`src/rtl/spi_adc_scan_ctrl_if.sv`:
```
// spi_adc_scan_ctrl_if: scan request, SPI/spi_pts pins and sample result bundle
interface spi_adc_scan_ctrl_if #(parameter int DATA_BITS = 12);
  logic                 start;
  logic [7:0]           chan_mask;
  logic                 miso;
  logic                 sclk;
  logic                 cs_n;
  logic [5:0]           chansel;
  logic                 chan_en;
  logic                 pts_en;
  logic [DATA_BITS-1:0] sample_data;
  logic [2:0]           sample_chan;
  logic                 sample_valid;
  logic                 busy;
  logic                 scan_done;
  modport master (
    input  start, chan_mask, miso,
    output sclk, cs_n, chansel, chan_en, pts_en,
    output sample_data, sample_chan, sample_valid, busy, scan_done
  );
  modport slave (
    output start, chan_mask, miso,
    input  sclk, cs_n, chansel, chan_en, pts_en,
    input  sample_data, sample_chan, sample_valid, busy, scan_done
  );
endinterface

```
`src/rtl/spi_adc_scan_ctrl.sv`:
```
// spi_adc_scan_ctrl: scans masked ADC channels over SPI, one frame per channel, driving spi_pts
module spi_adc_scan_ctrl #(
  parameter int CLK_DIV    = 2,
  parameter int DATA_BITS  = 12,
  parameter int GAP_CYCLES = 4
) (
  input logic clk,
  input logic rst,
  spi_adc_scan_ctrl_if.master adc
);
  localparam int FRAME_LEN = 8 + DATA_BITS;
  localparam int DW = CLK_DIV > 1 ? $clog2(CLK_DIV) : 1;
  localparam int PW = $clog2(FRAME_LEN);
  localparam int GW = GAP_CYCLES > 1 ? $clog2(GAP_CYCLES) : 1;
  typedef enum logic [2:0] {IDLE, SETUP, FRAME, GAP, DONE} state_t;
  state_t               state_q;
  logic [DW-1:0]        div_q;
  logic [PW-1:0]        per_q;
  logic [GW-1:0]        gap_q;
  logic [DATA_BITS-1:0] shift_q;
  logic [DATA_BITS-1:0] sample_data_q;
  logic [7:0]           mask_q;
  logic [2:0]           chan_q;
  logic [2:0]           sample_chan_q;
  logic [5:0]           chansel_q;
  logic                 sclk_q;
  logic                 cs_n_q;
  logic                 chan_en_q;
  logic                 pts_en_q;
  logic                 sample_valid_q;
  logic                 busy_q;
  logic                 scan_done_q;
  logic [7:0]           rem_mask;
  logic [2:0]           next_chan;
  logic [2:0]           first_chan;
  logic [DATA_BITS-1:0] cap_d;
  logic                 div_end;
  function automatic logic [2:0] low_bit(input logic [7:0] m);
    logic [2:0] r;
    r = '0;
    for (int i = 7; i >= 0; i--) if (m[i]) r = 3'(i);
    return r;
  endfunction
  function automatic logic [5:0] cmd(input logic [2:0] c);
    return {2'b11, c, 1'b0};
  endfunction
  // channels strictly above the current one that are still to be converted
  assign rem_mask   = mask_q & ~((8'd2 << chan_q) - 8'd1);
  assign next_chan  = low_bit(rem_mask);
  assign first_chan = low_bit(adc.chan_mask);
  assign cap_d      = {shift_q[DATA_BITS-2:0], adc.miso};
  assign div_end    = div_q == DW'(CLK_DIV - 1);
  always_ff @(posedge clk) begin
    if (rst) begin
      state_q        <= IDLE;
      div_q          <= '0;
      per_q          <= '0;
      gap_q          <= '0;
      shift_q        <= '0;
      mask_q         <= '0;
      chan_q         <= '0;
      sclk_q         <= 1'b0;
      cs_n_q         <= 1'b1;
      chansel_q      <= '0;
      chan_en_q      <= 1'b0;
      pts_en_q       <= 1'b0;
      sample_data_q  <= '0;
      sample_chan_q  <= '0;
      sample_valid_q <= 1'b0;
      busy_q         <= 1'b0;
      scan_done_q    <= 1'b0;
    end else begin
      sample_valid_q <= 1'b0;
      scan_done_q    <= 1'b0;
      case (state_q)
        IDLE: if (adc.start) begin
          mask_q <= adc.chan_mask;
          busy_q <= 1'b1;
          if (|adc.chan_mask) begin
            state_q   <= SETUP;
            cs_n_q    <= 1'b0;
            chan_q    <= first_chan;
            chansel_q <= cmd(first_chan);
          end else begin
            state_q     <= DONE;
            scan_done_q <= 1'b1;
          end
        end
        SETUP: begin
          div_q <= div_end ? '0 : div_q + DW'(1);
          if (div_end) state_q <= FRAME;
        end
        FRAME: if (!div_end) begin
          div_q <= div_q + DW'(1);
        end else begin
          div_q  <= '0;
          sclk_q <= !sclk_q;
          // enables move only with the rising sclk so spi_pts sees them stable on its falling edge
          if (!sclk_q) begin
            chan_en_q <= per_q == '0;
            pts_en_q  <= per_q >= PW'(1) && per_q <= PW'(6);
          end else if (per_q == PW'(FRAME_LEN - 1)) begin
            state_q        <= GAP;
            cs_n_q         <= 1'b1;
            sample_data_q  <= cap_d;
            sample_chan_q  <= chan_q;
            sample_valid_q <= 1'b1;
            per_q          <= '0;
            shift_q        <= '0;
          end else begin
            per_q <= per_q + PW'(1);
            if (per_q >= PW'(8)) shift_q <= cap_d;
          end
        end
        GAP: if (gap_q == GW'(GAP_CYCLES - 1)) begin
          gap_q <= '0;
          if (|rem_mask) begin
            state_q   <= SETUP;
            cs_n_q    <= 1'b0;
            chan_q    <= next_chan;
            chansel_q <= cmd(next_chan);
          end else begin
            state_q     <= DONE;
            scan_done_q <= 1'b1;
          end
        end else begin
          gap_q <= gap_q + GW'(1);
        end
        DONE: begin
          busy_q  <= 1'b0;
          state_q <= IDLE;
        end
        default: state_q <= IDLE;
      endcase
    end
  end
  assign adc.sclk         = sclk_q;
  assign adc.cs_n         = cs_n_q;
  assign adc.chansel      = chansel_q;
  assign adc.chan_en      = chan_en_q;
  assign adc.pts_en       = pts_en_q;
  assign adc.sample_data  = sample_data_q;
  assign adc.sample_chan  = sample_chan_q;
  assign adc.sample_valid = sample_valid_q;
  assign adc.busy         = busy_q;
  assign adc.scan_done    = scan_done_q;
endmodule

```
`src/flat_wrapper.sv`:
```
// flat-port wrapper written by rule: the top's interface ports become plain ports
module spi_adc_scan_ctrl_flat 
#(
  parameter int CLK_DIV    = 2,
  parameter int DATA_BITS  = 12,
  parameter int GAP_CYCLES = 4
)
  (clk, rst, adc_start, adc_chan_mask, adc_miso, adc_sclk, adc_cs_n, adc_chansel, adc_chan_en, adc_pts_en, adc_sample_data, adc_sample_chan, adc_sample_valid, adc_busy, adc_scan_done);
  spi_adc_scan_ctrl_if #(.DATA_BITS(DATA_BITS)) adc_i ();
  input logic clk;
  input logic rst;
  input wire logic [$bits(adc_i.start)-1:0] adc_start;
  input wire logic [$bits(adc_i.chan_mask)-1:0] adc_chan_mask;
  input wire logic [$bits(adc_i.miso)-1:0] adc_miso;
  output wire logic [$bits(adc_i.sclk)-1:0] adc_sclk;
  output wire logic [$bits(adc_i.cs_n)-1:0] adc_cs_n;
  output wire logic [$bits(adc_i.chansel)-1:0] adc_chansel;
  output wire logic [$bits(adc_i.chan_en)-1:0] adc_chan_en;
  output wire logic [$bits(adc_i.pts_en)-1:0] adc_pts_en;
  output wire logic [$bits(adc_i.sample_data)-1:0] adc_sample_data;
  output wire logic [$bits(adc_i.sample_chan)-1:0] adc_sample_chan;
  output wire logic [$bits(adc_i.sample_valid)-1:0] adc_sample_valid;
  output wire logic [$bits(adc_i.busy)-1:0] adc_busy;
  output wire logic [$bits(adc_i.scan_done)-1:0] adc_scan_done;
  assign adc_i.start = adc_start;
  assign adc_i.chan_mask = adc_chan_mask;
  assign adc_i.miso = adc_miso;
  assign adc_sclk = adc_i.sclk;
  assign adc_cs_n = adc_i.cs_n;
  assign adc_chansel = adc_i.chansel;
  assign adc_chan_en = adc_i.chan_en;
  assign adc_pts_en = adc_i.pts_en;
  assign adc_sample_data = adc_i.sample_data;
  assign adc_sample_chan = adc_i.sample_chan;
  assign adc_sample_valid = adc_i.sample_valid;
  assign adc_busy = adc_i.busy;
  assign adc_scan_done = adc_i.scan_done;
  spi_adc_scan_ctrl #(.CLK_DIV(CLK_DIV), .DATA_BITS(DATA_BITS), .GAP_CYCLES(GAP_CYCLES)) u_core (.clk(clk), .rst(rst), .adc(adc_i));
endmodule
```
`config.mk`:
```
export PLATFORM = sky130hd
export DESIGN_NAME = spi_adc_scan_ctrl_flat
export DESIGN_NICKNAME = d
export VERILOG_FILES = /design/src/rtl/spi_adc_scan_ctrl_if.sv /design/src/rtl/spi_adc_scan_ctrl.sv /design/src/flat_wrapper.sv
export SDC_FILE = /design/constraint.sdc
export NUM_CORES = 1
export LEC_CHECK = 0
export ABC_AREA = 1
export CAP_MARGIN = 20
export CELL_PAD_IN_SITES_DETAIL_PLACEMENT = 0
export CELL_PAD_IN_SITES_GLOBAL_PLACEMENT = 2
export CORE_ASPECT_RATIO = 1.25
export CORE_MARGIN = 2
export CORE_UTILIZATION = 32
export DETAILED_ROUTE_END_ITERATION = 10
export PLACE_DENSITY_LB_ADDON = 0.05
export SLEW_MARGIN = 20
export SYNTH_ARGS = -nofsm -noshare
export SYNTH_HDL_FRONTEND = slang
export SYNTH_SLANG_ARGS = --single-unit
```
`constraint.sdc`:
```
create_clock -name clk -period 2.2 [get_ports clk]
set_clock_uncertainty 0.1 [all_clocks]
set_input_delay 0.33 -clock clk [delete_from_list [all_inputs] [get_ports clk]]
set_output_delay 0.33 -clock clk [all_outputs]
set_load 0.05 [all_outputs]
```
# Word-level counts from Yosys, hierarchy flattened

Index checks and enable logic that the tools add are counted.

Flip-flop bits (word level): 61
Bits in latches: 0
Memory bits (writable): 0
Memory bits (read-only): 0
Input bits: 12
Output and inout port bits: 28
Word-level logic and storage cells: 122
Memories kept: 0

Add/sub/neg operators: 4
$mul: 0
Divide/modulo/power cells: 0
$lt $le $gt $ge: 3
Equality and inequality tests: 14
Shift-type cells: 1
Multiplexer cells: 56
Bitwise logic cells: 5
Reductions and logical operators: 22

Operators by type and width:

| kind                                                                                 | count |
|---|---|
| 3-bit two-way mux                                                                    | 28 |
| 6-bit two-way mux                                                                    | 4 |
| 11-bit two-way mux                                                                   | 2 |
| 8-bit OR reduction                                                                   | 2 |
| 1-bit two-way mux                                                                    | 14 |
| 2-bit by 1-bit inequality test with 1-bit output (second input constant)             | 7 |
| 3-bit case mux with 4 select lines                                                   | 1 |
| 6-bit case mux with 2 select lines                                                   | 1 |
| 8-bit AND                                                                            | 1 |
| 8-bit NOT                                                                            | 1 |
| 4-bit AND reduction                                                                  | 2 |
| 8-bit AND reduction                                                                  | 1 |
| 2-bit by 3-bit left shift with 8-bit output (first input constant)                   | 1 |
| 8-bit by 1-bit subtractor with 8-bit output (second input constant)                  | 1 |
| 3-bit by 2-bit == test with 1-bit output (second input constant)                     | 2 |
| 3-bit case mux with 2 select lines                                                   | 1 |
| 2-bit AND reduction                                                                  | 3 |
| 3-bit AND reduction                                                                  | 2 |
| 6-bit AND reduction                                                                  | 1 |
| 2-bit nonzero test                                                                   | 3 |
| 5-bit by 1-bit adder with 5-bit output (second input constant)                       | 1 |
| 5-bit == test (second input constant)                                                | 1 |
| 5-bit by 1-bit greater-or-equal comparator with 1-bit output (second input constant) | 1 |
| 5-bit by 4-bit greater-or-equal comparator with 1-bit output (second input constant) | 1 |
| 20 further kinds                                                                     | 23 |

# Longest topological paths before layout

Gate-level depths: netlist (run 1).

Word-level depth: 15
Mapped depth: 11

# Least setup slack after synthesis (run 1)

Ideal clock, no wire load.

Kind: register to register
From: register u_core.adc.chansel[3] (netlist name)
To: register u_core.chansel_q[3], in the netlist u_core.adc.chansel[3]
Setup time: 0.117 ns
Data arrival time: 1.507 ns
Required time: 1.983 ns
Setup slack: 0.477 ns
Stages on the path, launching flop included: 10
Buffers on the path: 0
Period minus slack after synthesis: 1.723 ns
Path through: dfxtp_1 > inv_1 > nand3_1 > nand3_1 > nor2_1 > nand2_1 > nand2_1 > nor2_2 > o21ai_0 > nor2_1

RTL lines:

| what                 | RTL line                 | text |
|---|---|---|
| to (signal assigned) | spi_adc_scan_ctrl.sv:83  | `chansel_q <= cmd(first_chan);` |
| to (signal assigned) | spi_adc_scan_ctrl.sv:121 | `chansel_q <= cmd(next_chan);` |
| to (decl)            | spi_adc_scan_ctrl.sv:25  | `logic [5:0] chansel_q;` |

==> metrics.txt, run 1 <==
# TYPE chip_impl_metric gauge
chip_impl_metric{name="crit_fanout",unit=""} 7
chip_impl_metric{name="synth-seq-cells",unit=""} 55
chip_impl_metric{name="yosys_warnings",unit=""} 0
chip_impl_metric{name="hold_viol",unit=""} 0
chip_impl_metric{name="area_delta_synth_final",unit="%"} 23.9
chip_impl_metric{name="synth_xor_area_share",unit="%"} 0.713
chip_impl_metric{name="worst_ep_arrival_time",unit="ns"} 1.66
chip_impl_metric{name="drv.max_cap_violation_count",unit=""} 0
chip_impl_info{name="critical_path.top_delay_family",value="buffers and inverters"} 1
chip_impl_info{name="largest_family_of_logic_cells_by_synthesized_area",value="simple AND/OR/NAND/NOR gates"} 1
chip_impl_metric{name="share_seq_of_total_power",unit="%"} 42.5
chip_impl_metric{name="power.combinational.fraction",unit="%"} 32.4
chip_impl_metric{name="ios",unit=""} 40
chip_impl_metric{name="via_count_of_the_first_global_routing_pass",unit=""} 2108
chip_impl_metric{name="synth_enable_flop_cells",unit=""} 0
chip_impl_metric{name="worst_r2r_path_depth",unit=""} 7
chip_impl_metric{name="setup_violations",unit=""} 0
chip_impl_metric{name="cts_max_path_buffers",unit=""} 2
chip_impl_info{name="layout.cells.most_common_list",value="85 x sky130_fd_sc_hd__nand2_1, 55 x sky130_fd_sc_hd__dfxtp_1, 38 x sky130_fd_sc_hd__clkdlybuf4s50_1"} 1
chip_impl_metric{name="syn_area_per_cell",unit="µm²"} 7.66
chip_impl_metric{name="timing_worst_slew_pin_value",unit="ns"} 0.506
chip_impl_metric{name="fin_tns_setup",unit="ns"} 0
chip_impl_metric{name="post_cts.repair.setup_buffers",unit=""} 0
chip_impl_metric{name="timing.hold.worst_path_depth",unit=""} 2
chip_impl_metric{name="post_layout_nets",unit=""} 379
chip_impl_metric{name="floorplan.die_area",unit="mm²"} 0.00840
chip_impl_metric{name="max-slew-margin-rel",unit="%"} 66.2
chip_impl_info{name="timing.setup.critical_path_class",value="flop to primary output"} 1
chip_impl_metric{name="final_cell_area",unit="mm²"} 0.00305
chip_impl_metric{name="syn-cell-area",unit="mm²"} 0.00246
chip_impl_metric{name="timing.hold.ws",unit="ns"} 0.350
chip_impl_metric{name="period_needed",unit="ns"} 2.09
chip_impl_info{name="critical_path.startpoint_type",value="flop"} 1
chip_impl_metric{name="detail_route.first_pass.iterations",unit=""} 4
chip_impl_metric{name="cts.hold.buffers_added",unit=""} 0
chip_impl_info{name="crit_chain",value="clkdlybuf4s50_1"} 1
chip_impl_metric{name="yosys.area_share.adder",unit="%"} 2.55
chip_impl_metric{name="syn-instance-count",unit=""} 321
chip_impl_metric{name="antenna_cells_inserted",unit=""} 0
chip_impl_metric{name="h-tree-depth",unit=""} 2
chip_impl_metric{name="drcViolationCount",unit=""} 0
chip_impl_info{name="run_status",value="complete, no violations"} 1
chip_impl_metric{name="synth.area.mux_share",unit="%"} 0
chip_impl_metric{name="p_int",unit="mW"} 1.75
chip_impl_info{name="worst_hold_startpoint",value="u_core.adc.sample_data[8]"} 1
chip_impl_metric{name="design.core.area",unit="mm²"} 0.00740
chip_impl_metric{name="gp_congestion",unit=""} 0.787
chip_impl_metric{name="synth_sequential_area_ratio",unit="%"} 44.8
chip_impl_info{name="tritoncts_clock_tree",value="yes"} 1
chip_impl_metric{name="finalMaxSlewViolations",unit=""} 0
chip_impl_metric{name="synth-simple-area-share",unit="%"} 29.2
chip_impl_metric{name="grt_start_max_net_pins",unit=""} 24
chip_impl_metric{name="worst_setup_hold_path_clk_slew",unit="ns"} 0.10
chip_impl_metric{name="buffer_ports.inserted",unit=""} 38
chip_impl_metric{name="drt-wirelength-per-cell",unit="µm"} 13.1
chip_impl_info{name="worst_r2r_startpoint",value="u_core.per_q[1]"} 1
chip_impl_metric{name="synth_compound_gate_area_share",unit="%"} 14.4
chip_impl_info{name="grt_setup_unrepaired",value="no"} 1
chip_impl_metric{name="synth_fp_nets",unit=""} 338
chip_impl_metric{name="cts_sinks",unit=""} 55
chip_impl_metric{name="postSynth.asyncResetShare",unit="%"} 0
chip_impl_metric{name="layout-drive-gt1-share",unit="%"} 8.82
chip_impl_metric{name="critical_path_buf_inv_count",unit=""} 1
chip_impl_metric{name="filler_cell_count",unit=""} 797
chip_impl_metric{name="static-leakage-power",unit="nW"} 1.27
chip_impl_info{name="ys_dominant_reg_cell",value="sky130_fd_sc_hd__dfxtp_1"} 1
chip_impl_info{name="min_delay_worst_endpoint",value="u_core.adc.sample_data[8]"} 1
chip_impl_metric{name="floorplan.die.height",unit="µm"} 102
chip_impl_metric{name="clock_insertion_delay_worst_skew",unit="ns"} 0.32
chip_impl_metric{name="final.period_utilization",unit="%"} 95.1
chip_impl_metric{name="dieWidth",unit="µm"} 82.4
chip_impl_metric{name="portion_of_total_power_attributed_to_the_clock_network",unit="%"} 25.2
chip_impl_metric{name="total_switching_power",unit="mW"} 1.05
chip_impl_metric{name="num_rows",unit=""} 35
chip_impl_info{name="worst_hold_path_type",value="flop to flop"} 1
chip_impl_info{name="layout_commonest_cell",value="sky130_fd_sc_hd__nand2_1"} 1
chip_impl_metric{name="wire_length_of_the_first_global_routing_pass",unit="mm"} 10.2
chip_impl_metric{name="drt_iter0_drc",unit=""} 80
chip_impl_metric{name="cts_resized",unit=""} 0
chip_impl_metric{name="switching_share",unit="%"} 37.7
chip_impl_metric{name="vias",unit=""} 2123
chip_impl_metric{name="fmax",unit="MHz"} 478
chip_impl_metric{name="initial_core_util",unit="%"} 33.2
chip_impl_metric{name="dp.final_hpwl",unit="mm"} 4.43
chip_impl_metric{name="ff2ff_setup_slack",unit="ns"} 0.42
chip_impl_metric{name="postPlaceCellArea",unit="mm²"} 0.00293
chip_impl_metric{name="drt-total-wl",unit="mm"} 5.97
chip_impl_info{name="clockRootBuffer",value="sky130_fd_sc_hd__clkbuf_8"} 1
chip_impl_metric{name="power.ir.vdd_worst",unit="µV"} 376
chip_impl_metric{name="cp.required",unit="ns"} 1.77
chip_impl_info{name="worst_path_max_delay_cell",value="sky130_fd_sc_hd__clkdlybuf4s50_1"} 1
chip_impl_metric{name="overall_track_demand_over_capacity_in_global_routing",unit="%"} 15.7
chip_impl_metric{name="tritoncts.num_buffers",unit=""} 5
chip_impl_metric{name="critical_path.max_stage_delay",unit="ns"} 0.86
chip_impl_metric{name="antenna_found_initial",unit=""} 0
chip_impl_metric{name="power_per_cell_area",unit="mW/mm²"} 919
chip_impl_info{name="reg2reg_to",value="u_core.adc.sample_chan[2]"} 1
chip_impl_metric{name="drt.antenna.violating_nets",unit=""} 0
chip_impl_metric{name="overflow",unit=""} 0
chip_impl_metric{name="viasPerCell",unit=""} 4.67
chip_impl_info{name="cp-end-kind",value="primary output"} 1
chip_impl_metric{name="post_synth_num_cell_types",unit=""} 34
==> final cells by class <==
class                   instances  area [µm²]  area share [%]
inverters                      32         133            4.35
clock inverters                 3        47.5            1.56
well taps                      92         115            3.78
flip-flops and latches         55        1100            36.2
repair buffers                 44         425            14.0
clock buffers                   5        68.8            2.26
multi-input cells             224        1150            37.9
==> registers in the layout, indices dropped and copies added (netlist names), 2 cells and up <==
register / count
u_core.mask_q: 7
u_core.adc.sample_data: 12
u_core.per_q: 5
u_core.state_q: 3
u_core.shift_q: 11
u_core.adc.chansel: 2
u_core.chan_q: 2
u_core.gap_q: 2
u_core.adc.sample_chan: 3
==> how the worst max path moves through the flow <==
stage / cells past startpoint / start / end / slack, ns
floorplan: 9 / u_core.adc.chansel[3] / u_core.adc.chansel[3] / 0.48
global placement: 7 / adc_start / u_core.adc.cs_n / 0.34
detailed placement: 6 / adc_start / u_core.chan_q[1] / 0.32
CTS: 1 / u_core.chan_q[0] / adc_chansel[1] / 0.08
global route: 1 / u_core.chan_q[0] / adc_chansel[1] / 0.04
finish: 1 / u_core.chan_q[0] / adc_chansel[1] / 0.11
==> per-stage QoR <==
| stage | power, mW | utilization (%) | setup WS, ns | cells |
|---|---|---|---|---|
| CTS | 2.84 | 41.1 | 0.0839 | 455 |
| global placement | 2.13 | 39.6 | 0.341 | 447 |
| floorplan | 1.85 | - | 0.477 | 321 |
| detailed placement | 2.13 | 39.6 | 0.324 | 447 |
| finish | 2.80 | 41.1 | 0.107 | 455 |
| global route | 2.99 | 41.1 | 0.0378 | 455 |
==> cells by family (layout without fill, tap and decap cells) <==
group / count (synthesis) / in the layout
AO/OA/AOI/OAI: 61 / 61
XOR/XNOR: 2 / 2
adder cells (fa/ha/maj): 5 / 5
buffers and inverters: 42 / 84
flip-flops: 55 / 55
other: 1 / 1
AND/OR/NAND/NOR: 155 / 155
==> power by group through the flow <==
stage	logic, mW	clock network, mW	registers (mW)
6_report	0.906	0.705	1.19
5_1_grt	1.02	0.770	1.21
4_1_cts	0.918	0.728	1.19
3_5_place_dp	0.914	0	1.21
3_3_place_gp	0.917	0	1.22
2_1_floorplan	0.486	0	1.37
==> synth_stat cells, types with 3 or more instances <==
library cell	n	share of area (%)
sky130_fd_sc_hd__a211oi_1	3	0.92
sky130_fd_sc_hd__a21oi_1	30	6.1
sky130_fd_sc_hd__a22o_1	4	1.4
sky130_fd_sc_hd__buf_6	3	1.4
sky130_fd_sc_hd__clkbuf_1	4	0.61
sky130_fd_sc_hd__dfxtp_1	55	45
sky130_fd_sc_hd__ha_1	5	2.5
sky130_fd_sc_hd__inv_1	27	4.1
sky130_fd_sc_hd__inv_4	3	0.76
sky130_fd_sc_hd__nand2_1	85	13
sky130_fd_sc_hd__nand2_4	3	1.4
sky130_fd_sc_hd__nand3_1	31	6.3
sky130_fd_sc_hd__nor2_1	20	3.1
sky130_fd_sc_hd__nor3_1	6	1.2
sky130_fd_sc_hd__o21ai_0	17	3.5
==> per-layer routing <==
layer / vias to the layer above / global-route usage (%) / part of all wire, % / routed length (µm)
li1: 1129 / - / - / -
met1: 955 / 21.2 / 49 / 2940
met2: 33 / 25.3 / 46 / 2770
met3: 6 / 2.92 / 3.0 / 180
met4: 0 / 5.00 / 1.5 / 88
met5: - / 0 / 0 / 0
Power figures use the tool's default switching activity.
==> inputs of run 2 (changes only) <==
Settings changed: CELL_PAD_IN_SITES_GLOBAL_PLACEMENT 2 to 1, CORE_UTILIZATION 32 to 41, SLEW_MARGIN 20 to 10.
==> metrics.txt, run 2 (synthesis gave the netlist of run 1 again) <==
# TYPE chip_impl_metric gauge
chip_impl_info{name="run_status",value="complete, no violations"} 1
chip_impl_metric{name="antenna_found_initial",unit=""} 0
chip_impl_metric{name="dieWidth",unit="µm"} 73.2
chip_impl_metric{name="floorplan.die.height",unit="µm"} 90.6
chip_impl_info{name="clockRootBuffer",value="sky130_fd_sc_hd__clkbuf_8"} 1
chip_impl_metric{name="area_delta_synth_final",unit="%"} 22.7
chip_impl_metric{name="postPlaceCellArea",unit="mm²"} 0.00290
chip_impl_info{name="cp-end-kind",value="primary output"} 1
chip_impl_metric{name="p_int",unit="mW"} 1.76
chip_impl_metric{name="vias",unit=""} 2151
chip_impl_metric{name="final_core_util",unit="%"} 52.2
chip_impl_metric{name="hold_viol",unit=""} 0
chip_impl_info{name="worst_hold_path_type",value="flop to flop"} 1
chip_impl_metric{name="share_seq_of_total_power",unit="%"} 42.8
chip_impl_metric{name="portion_of_total_power_attributed_to_the_clock_network",unit="%"} 24.1
chip_impl_info{name="timing.setup.critical_path_class",value="flop to primary output"} 1
chip_impl_metric{name="drcViolationCount",unit=""} 0
chip_impl_metric{name="static-leakage-power",unit="nW"} 1.27
chip_impl_metric{name="post_cts.repair.setup_buffers",unit=""} 0
chip_impl_metric{name="largest_reg_flops",unit=""} 12
chip_impl_metric{name="clock_insertion_delay_worst_skew",unit="ns"} 0.30
chip_impl_metric{name="drt.antenna.violating_nets",unit=""} 0
chip_impl_info{name="layout.cells.most_common_list",value="85 x sky130_fd_sc_hd__nand2_1, 55 x sky130_fd_sc_hd__dfxtp_1, 38 x sky130_fd_sc_hd__clkdlybuf4s50_1"} 1
chip_impl_metric{name="cp.required",unit="ns"} 1.77
chip_impl_metric{name="power.combinational.fraction",unit="%"} 33.2
chip_impl_metric{name="period_needed",unit="ns"} 1.94
chip_impl_metric{name="buffer_ports.inserted",unit=""} 38
chip_impl_metric{name="finalMaxSlewViolations",unit=""} 0
chip_impl_metric{name="critical_path_buf_inv_count",unit=""} 1
chip_impl_metric{name="critical_path.max_stage_delay",unit="ns"} 0.83
chip_impl_metric{name="tritoncts.num_buffers",unit=""} 5
chip_impl_metric{name="post-place-ws",unit="ns"} 0.376
chip_impl_metric{name="power.ir.vdd_worst",unit="µV"} 591
chip_impl_metric{name="overall_track_demand_over_capacity_in_global_routing",unit="%"} 17.8
chip_impl_info{name="tritoncts_clock_tree",value="yes"} 1
chip_impl_metric{name="overflow",unit=""} 0
chip_impl_metric{name="drv.max_cap_violation_count",unit=""} 0
chip_impl_metric{name="wire_length_of_the_first_global_routing_pass",unit="mm"} 9.37
chip_impl_metric{name="viasPerCell",unit=""} 5.00
chip_impl_metric{name="post-route-worst-setup-slack",unit="ns"} 0.264
chip_impl_metric{name="worst_ep_arrival_time",unit="ns"} 1.51
chip_impl_metric{name="initial_core_util",unit="%"} 42.5
chip_impl_metric{name="globalRouteMet2Util",unit="%"} 29.7
chip_impl_metric{name="switching_share",unit="%"} 36.4
chip_impl_metric{name="cts.hold.buffers_added",unit=""} 0
chip_impl_metric{name="final.period_utilization",unit="%"} 88.0
chip_impl_metric{name="dp.final_hpwl",unit="mm"} 4.08
chip_impl_metric{name="gp_congestion",unit=""} 0.774
chip_impl_info{name="worst_path_max_delay_cell",value="sky130_fd_sc_hd__clkdlybuf4s50_1"} 1
chip_impl_metric{name="fin_tns_setup",unit="ns"} 0
chip_impl_metric{name="cts_resized",unit=""} 0
chip_impl_metric{name="timing_worst_slew_pin_value",unit="ns"} 0.518
chip_impl_metric{name="number_of_gates_on_the_worst_path_with_buffers_counted",unit=""} 1
chip_impl_metric{name="worst_r2r_path_depth",unit=""} 7
chip_impl_metric{name="h-tree-depth",unit=""} 2
chip_impl_metric{name="antenna_cells_inserted",unit=""} 0
chip_impl_metric{name="cts_sinks",unit=""} 55
chip_impl_info{name="layout_commonest_cell",value="sky130_fd_sc_hd__nand2_1"} 1
chip_impl_info{name="critical_path.startpoint_type",value="flop"} 1
chip_impl_metric{name="crit_fanout",unit=""} 4
chip_impl_metric{name="drt_iter0_drc",unit=""} 106
chip_impl_metric{name="total_switching_power",unit="mW"} 1.01
chip_impl_metric{name="detail_route.first_pass.iterations",unit=""} 4
chip_impl_metric{name="setup_violations",unit=""} 0
chip_impl_metric{name="design.core.area",unit="mm²"} 0.00578
chip_impl_metric{name="timing.hold.worst_path_depth",unit=""} 2
chip_impl_metric{name="num_rows",unit=""} 31
chip_impl_info{name="grt_setup_unrepaired",value="no"} 1
chip_impl_metric{name="drt-wirelength-per-cell",unit="µm"} 12.5
chip_impl_metric{name="ios",unit=""} 40
chip_impl_metric{name="layout-drive-gt1-share",unit="%"} 8.79
chip_impl_metric{name="power_per_cell_area",unit="mW/mm²"} 916
chip_impl_metric{name="groute.layer.met1.usage",unit="%"} 23.4
chip_impl_metric{name="fmax",unit="MHz"} 516
chip_impl_metric{name="grt_start_max_net_pins",unit=""} 27
chip_impl_info{name="grt-busiest-layer",value="met2"} 1
chip_impl_metric{name="via_count_of_the_first_global_routing_pass",unit=""} 2014
chip_impl_info{name="critical_path.top_delay_family",value="buffers and inverters"} 1
chip_impl_info{name="crit_chain",value="clkdlybuf4s50_1"} 1
chip_impl_metric{name="max-slew-margin-rel",unit="%"} 65.3
chip_impl_metric{name="post_layout_nets",unit=""} 380
chip_impl_metric{name="final_cell_area",unit="mm²"} 0.00302
chip_impl_metric{name="drt-total-wl",unit="mm"} 5.35
chip_impl_metric{name="met3_demand_to_capacity_share_in_global_routing",unit="%"} 2.79
chip_impl_metric{name="cts_max_path_buffers",unit=""} 2
chip_impl_metric{name="floorplan.die_area",unit="mm²"} 0.00663
chip_impl_metric{name="worst_setup_hold_path_clk_slew",unit="ns"} 0.10
run 2: worst paths after layout:
| kind | start | endpoint | slack (ns) |
|---|---|---|---|
| worst min-delay path | u_core.adc.sample_data[9] | u_core.adc.sample_data[9] | 0.35 |
| worst max register to register | u_core.per_q[0] | u_core.adc.sample_chan[1] | 0.49 |
| worst max-delay path | u_core.adc.sclk | adc_sclk | 0.26 |
| worst min register to register | u_core.adc.sample_data[9] | u_core.adc.sample_data[9] | 0.35 |
run 2: layer usage:
layer,up-vias,wire length (µm)
met5,-,0
met4,0,71
met3,6,140
met2,27,2630
met1,981,2510
li1,1137,-
run 2: power by group through the flow:
stage | combinational [mW] | sequential [mW] | clock (mW)
after floorplan | 0.486 | 1.37 | 0
after global placement | 0.924 | 1.20 | 0
after detailed placement | 0.921 | 1.20 | 0
after CTS | 0.923 | 1.18 | 0.692
after global routing | 1.01 | 1.20 | 0.731
final | 0.916 | 1.18 | 0.665
run 2: area by class of cell:
cell class | instances | area [µm²]
clock buffers | 6 | 72.6
clock inverters | 2 | 38.8
fillers | 606 | 2760
inverters | 32 | 133
multi-input cells | 224 | 1150
flip-flops and latches | 55 | 1100
well taps | 66 | 82.6
repair buffers | 45 | 433
run 2: worst min-delay path: stages (launching register included):
cell	delay [ns]
sky130_fd_sc_hd__dfxtp_1	0.32
sky130_fd_sc_hd__nand2_1	0.06
sky130_fd_sc_hd__nand2_1	0.04
run 2: per-stage QoR:
stage	total power, mW	hold WS, ns	cells
floorplan	1.85	0.330	321
global placement	2.13	0.328	422
detailed placement	2.12	0.333	422
CTS	2.80	0.353	430
global route	2.94	0.379	430
finish	2.76	0.348	430
